--- src/rtl/ula_pkg.sv ---
// ula_pkg
// Shared definitions for the bit-serial ALU sequencer and its 1-bit slice.
//   - Op-code localparams (MIPS-style ALU control codes).
//   - Sequencer state enum ula_seq_state_t (IDLE, RUN, DONE).
package ula_pkg;

  localparam logic [2:0] ULA_AND = 3'b000;
  localparam logic [2:0] ULA_OR  = 3'b001;
  localparam logic [2:0] ULA_ADD = 3'b010;
  localparam logic [2:0] ULA_SUB = 3'b110;
  localparam logic [2:0] ULA_SLT = 3'b111;

  typedef enum logic [1:0] {
    IDLE = 2'b00,
    RUN  = 2'b01,
    DONE = 2'b10
  } ula_seq_state_t;

endpackage

--- src/rtl/ula_serial_seq_ula.sv ---
// ula
// Existing 1-bit ALU slice. Purely combinational.
// Ports:
//   a, b         operand bits
//   cin          carry into this bit
//   addsub       1 inverts b for subtraction (used with cin=1 on bit 0)
//   ULAcontrole  3-bit operation code (see ula_pkg)
//   ULAsaida     result bit (AND, OR, or sum bit); 0 for codes it does not handle
module ula
  import ula_pkg::*;
(
  input  logic       a,
  input  logic       b,
  input  logic       cin,
  input  logic       addsub,
  input  logic [2:0] ULAcontrole,
  output logic       ULAsaida
);

  logic b_eff;

  assign b_eff = b ^ addsub;

  always_comb begin
    ULAsaida = 1'b0;
    case (ULAcontrole)
      ULA_AND:          ULAsaida = a & b;
      ULA_OR:           ULAsaida = a | b;
      ULA_ADD, ULA_SUB: ULAsaida = a ^ b_eff ^ cin;
      default:          ULAsaida = 1'b0;
    endcase
  end

endmodule

--- src/rtl/ula_serial_seq.sv ---
// ula_serial_seq
// Bit-serial sequencer: executes a full-width ALU operation on the 1-bit
// `ula` slice, one bit per clock, LSB first, and produces carry chain,
// signed overflow, zero flag and (optionally) set-less-than.
// Configuration macro: ULA_SERIAL_SLT_EN -- when defined, op 111 (SLT) is
// supported; otherwise 111 behaves like any unsupported code.
// Ports:
//   clk, rst      clock and synchronous active-high reset
//   start         request strobe, accepted in IDLE or DONE only
//   op            3-bit operation code
//   op_a, op_b    WIDTH-bit operands, captured on an accepted start
//   busy          high while the bits are being processed
//   done          one-cycle completion pulse
//   result        final result, held until the next accepted start or reset
//   zero          result == 0
//   overflow      signed overflow for ADD/SUB, 0 otherwise
module ula_serial_seq
  import ula_pkg::*;
#(
  parameter int WIDTH = 32
) (
  input  logic             clk,
  input  logic             rst,
  input  logic             start,
  input  logic [2:0]       op,
  input  logic [WIDTH-1:0] op_a,
  input  logic [WIDTH-1:0] op_b,
  output logic             busy,
  output logic             done,
  output logic [WIDTH-1:0] result,
  output logic             zero,
  output logic             overflow
);

  localparam int CNT_W = $clog2(WIDTH);

  ula_seq_state_t   state, state_nxt;
  logic [CNT_W-1:0] cnt;
  logic [WIDTH-1:0] a_sh, b_sh;
  logic [WIDTH-2:0] acc;
  logic [2:0]       op_r;
  logic             carry;

  logic             addsub;
  logic [2:0]       slice_ctl;
  logic             slice_out;
  logic             b_eff;
  logic             carry_nxt;
  logic             accept;
  logic             last;
  logic [WIDTH-1:0] final_sum;
  logic [WIDTH-1:0] final_res;
  logic             final_ovf;

  assign addsub = op_r[2];
  assign b_eff  = b_sh[0] ^ addsub;
  // Carry out of the bit currently in the slice; on the last bit, carry is
  // c_in31 and carry_nxt is c_out31.
  assign carry_nxt = (a_sh[0] & b_eff) | (a_sh[0] & carry) | (b_eff & carry);

`ifdef ULA_SERIAL_SLT_EN
  assign slice_ctl = (op_r == ULA_SLT) ? ULA_SUB : op_r;
`else
  assign slice_ctl = op_r;
`endif

  ula u_ula (
    .a           (a_sh[0]),
    .b           (b_sh[0]),
    .cin         (carry),
    .addsub      (addsub),
    .ULAcontrole (slice_ctl),
    .ULAsaida    (slice_out)
  );

  assign accept = start && ((state == IDLE) || (state == DONE));
  assign last   = (state == RUN) && (cnt == CNT_W'(WIDTH - 1));
  assign busy   = (state == RUN);
  assign done   = (state == DONE);

  // The accumulator holds the WIDTH-1 bits already produced; joining it with
  // the current slice output gives the complete word on the last bit.
  assign final_sum = {slice_out, acc};

  always_comb begin
    final_res = '0;
    final_ovf = 1'b0;
    case (op_r)
      ULA_AND, ULA_OR: final_res = final_sum;
      ULA_ADD, ULA_SUB: begin
        final_res = final_sum;
        final_ovf = carry ^ carry_nxt;
      end
`ifdef ULA_SERIAL_SLT_EN
      // Sign of the difference, corrected when the subtraction overflowed.
      ULA_SLT: final_res = {{(WIDTH-1){1'b0}}, slice_out ^ (carry ^ carry_nxt)};
`endif
      default: final_res = '0;
    endcase
  end

  always_ff @(posedge clk) begin
    if (rst) state <= IDLE;
    else     state <= state_nxt;
  end

  always_comb begin
    state_nxt = state;
    case (state)
      IDLE:    if (start) state_nxt = RUN;
      RUN:     if (last)  state_nxt = DONE;
      DONE:    state_nxt = start ? RUN : IDLE;
      default: state_nxt = IDLE;
    endcase
  end

  // Datapath: operand shifters, carry, bit counter and result registers.
  // Visible outputs are only written on the DONE-entry edge.
  always_ff @(posedge clk) begin
    if (rst) begin
      cnt      <= '0;
      a_sh     <= '0;
      b_sh     <= '0;
      acc      <= '0;
      op_r     <= ULA_AND;
      carry    <= 1'b0;
      result   <= '0;
      zero     <= 1'b0;
      overflow <= 1'b0;
    end else if (accept) begin
      a_sh  <= op_a;
      b_sh  <= op_b;
      op_r  <= op;
      cnt   <= '0;
      carry <= op[2];
    end else if (state == RUN) begin
      a_sh  <= a_sh >> 1;
      b_sh  <= b_sh >> 1;
      acc   <= final_sum[WIDTH-1:1];
      carry <= carry_nxt;
      cnt   <= cnt + CNT_W'(1);
      if (last) begin
        result   <= final_res;
        zero     <= (final_res == '0);
        overflow <= final_ovf;
      end
    end
  end

endmodule

--- config.mk ---
export PLATFORM = sky130hd
export DESIGN_NAME = ula_serial_seq
export DESIGN_NICKNAME = d
export VERILOG_FILES = /design/src/rtl/ula_pkg.sv /design/src/rtl/ula_serial_seq_ula.sv /design/src/rtl/ula_serial_seq.sv
export SDC_FILE = /design/constraint.sdc
export NUM_CORES = 1
export LEC_CHECK = 0
export CAP_MARGIN = 20
export CORE_MARGIN = 2
export CORE_UTILIZATION = 51
export DETAILED_ROUTE_END_ITERATION = 6
export PLACE_DENSITY = 0.79
export SKIP_CTS_REPAIR_TIMING = 1
export SYNTH_ARGS = -nofsm -noshare
export SYNTH_HDL_FRONTEND = slang
export SYNTH_SLANG_ARGS = --single-unit
--- constraint.sdc ---
create_clock -name clk -period 2.2 [get_ports clk]
set_input_delay 0.22 -clock clk [delete_from_list [all_inputs] [get_ports clk]]
set_output_delay 0.22 -clock clk [all_outputs]
set_load 0.01 [all_outputs]
==> impl_metrics.ini, run 1 <==
[critical_path]
worstReg2RegStart = cnt[0]
worst_setup_path_startpoint = state[0]
path_class = flop to primary output
worst_ep_arrival_time_ns = 1.87
worst_reg2reg_path_endpoint = result[26]
critical_path.top_delay_family = buffers and inverters
cp_slowest_stage_delay_ns = 0.59
reg2reg_depth = 8
crit_path_cell_count = 3
path_buf_inv = 2
end_kind = primary output
timing.critical_path.required_ns = 1.98
setup_slack_of_the_worst_register_to_register_path_ns = 0.38
critPathMaxFanout = 27
path_cells = nand2b_4 -> inv_6 -> clkdlybuf4s50_1
critical_path.startpoint_type = flop
critical_path_cell_with_the_highest_stage_delay = sky130_fd_sc_hd__clkdlybuf4s50_1
endpoint = busy

[clock_network]
number_of_levels_in_the_clock_h_tree = 4
clock_tree.root_cell = sky130_fd_sc_hd__clkbuf_8
cts_buffer_depth = 2
numCtsBuffers = 17
cts.sink_count = 140
cts.clk_slew.worst_paths_ns = 0.06
worst_skew_pair.late_latency_ns = 0.51
tritoncts = built

[floorplanning]
core-area_um2 = 10400
die_y_um = 108
num_rows = 37
design.die.area_um2 = 11600
starting_density_of_the_core_pct = 52.8
die_w_um = 108
floorplan.io_pins = 106

[global_routing]
grt_pass1_vias = 4616
antenna_violations_before_repair = 0
first_pass_grt_wire_length_um = 21300
gr-total-overflow = 0
grt_use_total_pct = 22.9
grt_max_degree = 68

[min_path]
timing.hold.worst.class = input pin to flop

[run]
max_cap_violations = 0

[cells_and_area]
layout.nets = 796
finish.utilization_pct = 68.2
mostFrequentLayoutCells = sky130_fd_sc_hd__nand2_1 (140), sky130_fd_sc_hd__dfxtp_1 (140), sky130_fd_sc_hd__clkdlybuf4s50_1 (104)
area_growth_syn_to_layout_pct = 29.3
post_layout_nonfiller_instances = 870
drive_above_1_share_pct = 8.04
antenna_cells = 0

[route]
route.vias.total = 4866
drt_first_iter_violations = 201
drt_drc_violations_left = 0
wire_per_inst_um = 15.0
via_per_inst = 5.59
routed_wirelength_um = 13100
ant_nets = 0
detail_route.first_pass.iterations = 5

[power_and_ir_drop]
p_per_area_nw_per_um2 = 837
p_leak_nw = 2.49
overall_power_after_layout_mw = 5.92
ir_drop_mv = 0.452

[logic_synthesis]
syn-cell-area_um2 = 5470
yosysUniqueCellTypes = 37
netlist_top_cells_area = sky130_fd_sc_hd__dfxtp_1 (51%), sky130_fd_sc_hd__nand2_1 (9.6%), sky130_fd_sc_hd__nor2_1 (6.7%)
postSynthCellCount = 640
ys_warn_count = 0
synth_area_leader_cell = sky130_fd_sc_hd__dfxtp_1
post-synth-top-area-fraction_pct = 51.2
synth_sequential_area_ratio_pct = 51.2
post_synthesis_average_cell_area_um2 = 8.55
synth_nets = 713
ys_seq_elements = 140

[sta]
unrepaired_setup_endpoints_after_global_routing = false
worst_case_setup_margin_in_the_final_layout_ns = 0.114
final_max_slew_viol_count = 0
fraction_of_the_cycle_the_final_worst_path_needs_pct = 94.8
min_period_ns = 2.09
final-setup-viol-count = 0
skew_ns = 0.0146
timing_hold_violations_final = 0
worst_pin_slew_ns = 0.612
relSlewSlack_pct = 59.2
setup_total_negative_slack_ns = 0
max_clock_freq_mhz = 479

[placed_design]
placer_congestion_estimate = 0.814
dp_cells = 840
post-place-ws_ns = 0.427
detailed_place_hpwl_um = 8230
buffer_ports.inserted = 105

[run_status]
outcome = complete, no violations
[cell usage after synthesis]
cell and number:
sky130_fd_sc_hd__dfxtp_1 140, sky130_fd_sc_hd__nand2_1 140, sky130_fd_sc_hd__nor2_1 98, sky130_fd_sc_hd__a21oi_1 41, sky130_fd_sc_hd__a22oi_1 36, sky130_fd_sc_hd__a311oi_1 29, sky130_fd_sc_hd__nor3_1 29, sky130_fd_sc_hd__o22ai_1 24
sky130_fd_sc_hd__clkbuf_1 20, sky130_fd_sc_hd__buf_2 18, sky130_fd_sc_hd__buf_4 9, sky130_fd_sc_hd__buf_6 7, sky130_fd_sc_hd__nor4_1 7, sky130_fd_sc_hd__a311oi_2 6, sky130_fd_sc_hd__mux2i_1 3, sky130_fd_sc_hd__nand4_1 3
sky130_fd_sc_hd__nor2b_1 3, sky130_fd_sc_hd__xor2_1 3, sky130_fd_sc_hd__ha_1 2, sky130_fd_sc_hd__inv_1 2, sky130_fd_sc_hd__nand2b_1 2, sky130_fd_sc_hd__nor3_2 2, sky130_fd_sc_hd__xnor2_1 2, sky130_fd_sc_hd__a211oi_1 1
sky130_fd_sc_hd__a32o_1 1, sky130_fd_sc_hd__and3_1 1, sky130_fd_sc_hd__fa_1 1, sky130_fd_sc_hd__inv_6 1, sky130_fd_sc_hd__maj3_1 1, sky130_fd_sc_hd__mux2_2 1, sky130_fd_sc_hd__nand2_2 1, sky130_fd_sc_hd__nand3b_2 1
sky130_fd_sc_hd__nor2_2 1, sky130_fd_sc_hd__nor3b_1 1, sky130_fd_sc_hd__nor4b_1 1, sky130_fd_sc_hd__o211ai_1 1, sky130_fd_sc_hd__o21bai_1 1
[routing by layer]
metal | vias to the layer above | share of wire (%) | global-route usage [%]
met5 | - | 0 | 0
li1 | 2406 | - | -
met3 | 12 | 4.9 | 5.51
met1 | 2301 | 43 | 28.4
met4 | 0 | 1.5 | 7.51
met2 | 147 | 51 | 39.1
[how the worst min path moves through the flow]
stage	to	slack, ns	from	depth (start not counted)
2_1_floorplan	state[1]	0.30	rst	1
3_3_place_gp	a_sh[1]	0.45	a_sh[1]	2
3_5_place_dp	b_sh[24]	0.46	b_sh[24]	2
4_1_cts	result[5]	0.18	rst	2
5_1_grt	result[7]	0.21	rst	2
6_report	result[7]	0.21	rst	2
[power by group]
part	switching [mW]	internal [mW]	leakage [nW]
Combinational	0.326	0.272	1.10
Clock	1.07	1.53	0.252
Sequential	0.0707	2.66	1.14
[registers in the layout, summed over array words and instances, names as in the netlist]
signal / flops
b_sh: 32
carry: 1
op_r: 3
acc: 31
zero: 1
state: 2
result: 32
a_sh: 32
cnt: 5
overflow: 1
[kinds of logic (layout without fill, tap and decap cells)]
logic type               Yosys count  in the layout  share of synthesized area [%]
adder cells (fa/ha/maj)            4              4                           1.01
XOR/XNOR                           5              5                          0.801
buffers and inverters             57            151                           5.99
AND/OR/NAND/NOR                  290            290                           21.9
AO/OA/AOI/OAI                    140            140                           18.3
flip-flops                       140            140                           51.2
multiplexers                       4              4                          0.755
[per-stage QoR]
step	hold slack, ns	cell area, µm²
floorplan	0.304	5470
finish	0.207	7080
detailed placement	0.458	6530
global placement	0.448	6530
global route	0.206	7080
CTS	0.182	7080
[layout make-up]
cell class | instances | area (µm²)
clock inverter | 12 | 120
sequential | 140 | 2800
tap | 136 | 170
timing repair buffer | 118 | 1180
inverter | 3 | 16.3
multi-input combinational | 443 | 2360
fill | 835 | 3290
clock buffer | 18 | 428
Power figures use the tool's default switching activity.
==> run 2: changes to the inputs <==
Settings changed: CORE_MARGIN 2 to unset, CORE_UTILIZATION 51 to 46, PLACE_DENSITY 0.79 to 0.75.
Clock period 2.2 ns to 1.8 ns, I/O delays scaled along.
==> impl_metrics.ini, run 2 (synthesized netlist as in run 1, its figures left out) <==
[floorplanning]
core-area_um2 = 11500
die_w_um = 111
num_rows = 39
die_y_um = 111
starting_density_of_the_core_pct = 47.5
design.die.area_um2 = 12300
floorplan.io_pins = 106

[clock_network]
tritoncts = built
clock_tree.root_cell = sky130_fd_sc_hd__clkbuf_16
cts.clk_slew.worst_paths_ns = 0.06
worst_skew_pair.late_latency_ns = 0.41
numCtsBuffers = 17
number_of_levels_in_the_clock_h_tree = 4
cts_buffer_depth = 2
cts.sink_count = 140

[global_routing]
antenna_violations_before_repair = 0
grt_max_degree = 91
grt_pass1_vias = 4763
gr-total-overflow = 0
grt_use_total_pct = 22.5
first_pass_grt_wire_length_um = 22400

[critical_path]
timing.critical_path.required_ns = 2.10
path_class = flop to flop
worst_ep_arrival_time_ns = 1.97
end_kind = flop
critPathMaxFanout = 4
critical_path.startpoint_type = flop
setup_slack_of_the_worst_register_to_register_path_ns = 0.14

[route]
routed_wirelength_um = 13500
route.vias.total = 4900
wire_per_inst_um = 15.1
via_per_inst = 5.50
drt_drc_violations_left = 12
detail_route.first_pass.iterations = 7
ant_nets = 0
drt_first_iter_violations = 288

[placed_design]
detailed_place_hpwl_um = 8600
placer_congestion_estimate = 0.767
buffer_ports.inserted = 105

[cells_and_area]
layout_top_registers = a_sh (32), b_sh (32), result (32)
finish.utilization_pct = 63.7
mostFrequentLayoutCells = sky130_fd_sc_hd__nand2_1 (140), sky130_fd_sc_hd__dfxtp_1 (140), sky130_fd_sc_hd__clkdlybuf4s50_1 (102)
area_growth_syn_to_layout_pct = 34.0
drive_above_1_share_pct = 9.89
antenna_cells = 0
layout.nets = 808

[run]
max_cap_violations = 0

[power_and_ir_drop]
p_leak_nw = 2.68
overall_power_after_layout_mw = 7.77
ir_drop_mv = 0.721
p_per_area_nw_per_um2 = 1060

[sta]
timing_hold_violations_final = 0
relSlewSlack_pct = 62.6
skew_ns = 0.00527
final_max_slew_viol_count = 0
unrepaired_setup_endpoints_after_global_routing = false
min_period_ns = 1.66
fraction_of_the_cycle_the_final_worst_path_needs_pct = 92.4
max_clock_freq_mhz = 602
setup_total_negative_slack_ns = 0
worst_pin_slew_ns = 0.561
final-setup-viol-count = 0

[run_status]
outcome = complete, but fails checks
violations = DRC

[min_path]
timing.hold.worst.class = input pin to flop
-- run 2: layout make-up --
| cell class | instances | area (µm²) |
|---|---|---|
| clock inverter | 11 | 166 |
| fill | 933 | 4180 |
| timing repair buffer | 130 | 1310 |
| inverter | 3 | 23.8 |
| sequential | 140 | 2800 |
| multi-input combinational | 443 | 2390 |
| tap | 143 | 179 |
| clock buffer | 21 | 460 |
-- run 2: stage by stage --
step / setup WS [ns] / hold WS (ns) / cells / area (µm²)
after floorplan: 0.186 / 0.264 / 640 / 5470
final: 0.138 / 0.235 / 891 / 7330
after global routing: 0.0155 / 0.257 / 891 / 7330
after CTS: -0.596 / 0.236 / 889 / 7250
after detailed placement: -0.577 / 0.450 / 857 / 6630
after global placement: -0.348 / 0.453 / 857 / 6630
-- run 2: final timing paths --
kind	startpoint	endpoint	depth (start not counted)
max reg2reg	op_r[2]	zero	5
max	op_r[2]	zero	5
min reg2reg	a_sh[1]	a_sh[1]	2
min	rst	result[2]	2
-- run 2: layer usage --
| layer | GRT usage [%] | part of all wire [%] | vias to the layer above |
|---|---|---|---|
| met5 | 0 | 0 | - |
| met4 | 9.10 | 2.1 | 0 |
| met3 | 5.74 | 5.1 | 21 |
| met2 | 37.5 | 49 | 121 |
| met1 | 27.9 | 44 | 2335 |
| li1 | - | - | 2423 |
-- run 2: critical path: stages, from the launching register on --
cell,delay (ns)
sky130_fd_sc_hd__dfxtp_1,0.34
sky130_fd_sc_hd__xnor2_1,0.21
sky130_fd_sc_hd__fa_1,0.46
sky130_fd_sc_hd__nor3b_2,0.16
sky130_fd_sc_hd__a21oi_1,0.10
sky130_fd_sc_hd__a32o_1,0.27
-- run 2: report_power, final --
| part | leakage, nW | internal [mW] | switching [mW] |
|---|---|---|---|
| Clock | 0.299 | 2.38 | 1.28 |
| Sequential | 1.14 | 3.25 | 0.0820 |
| Combinational | 1.24 | 0.358 | 0.416 |
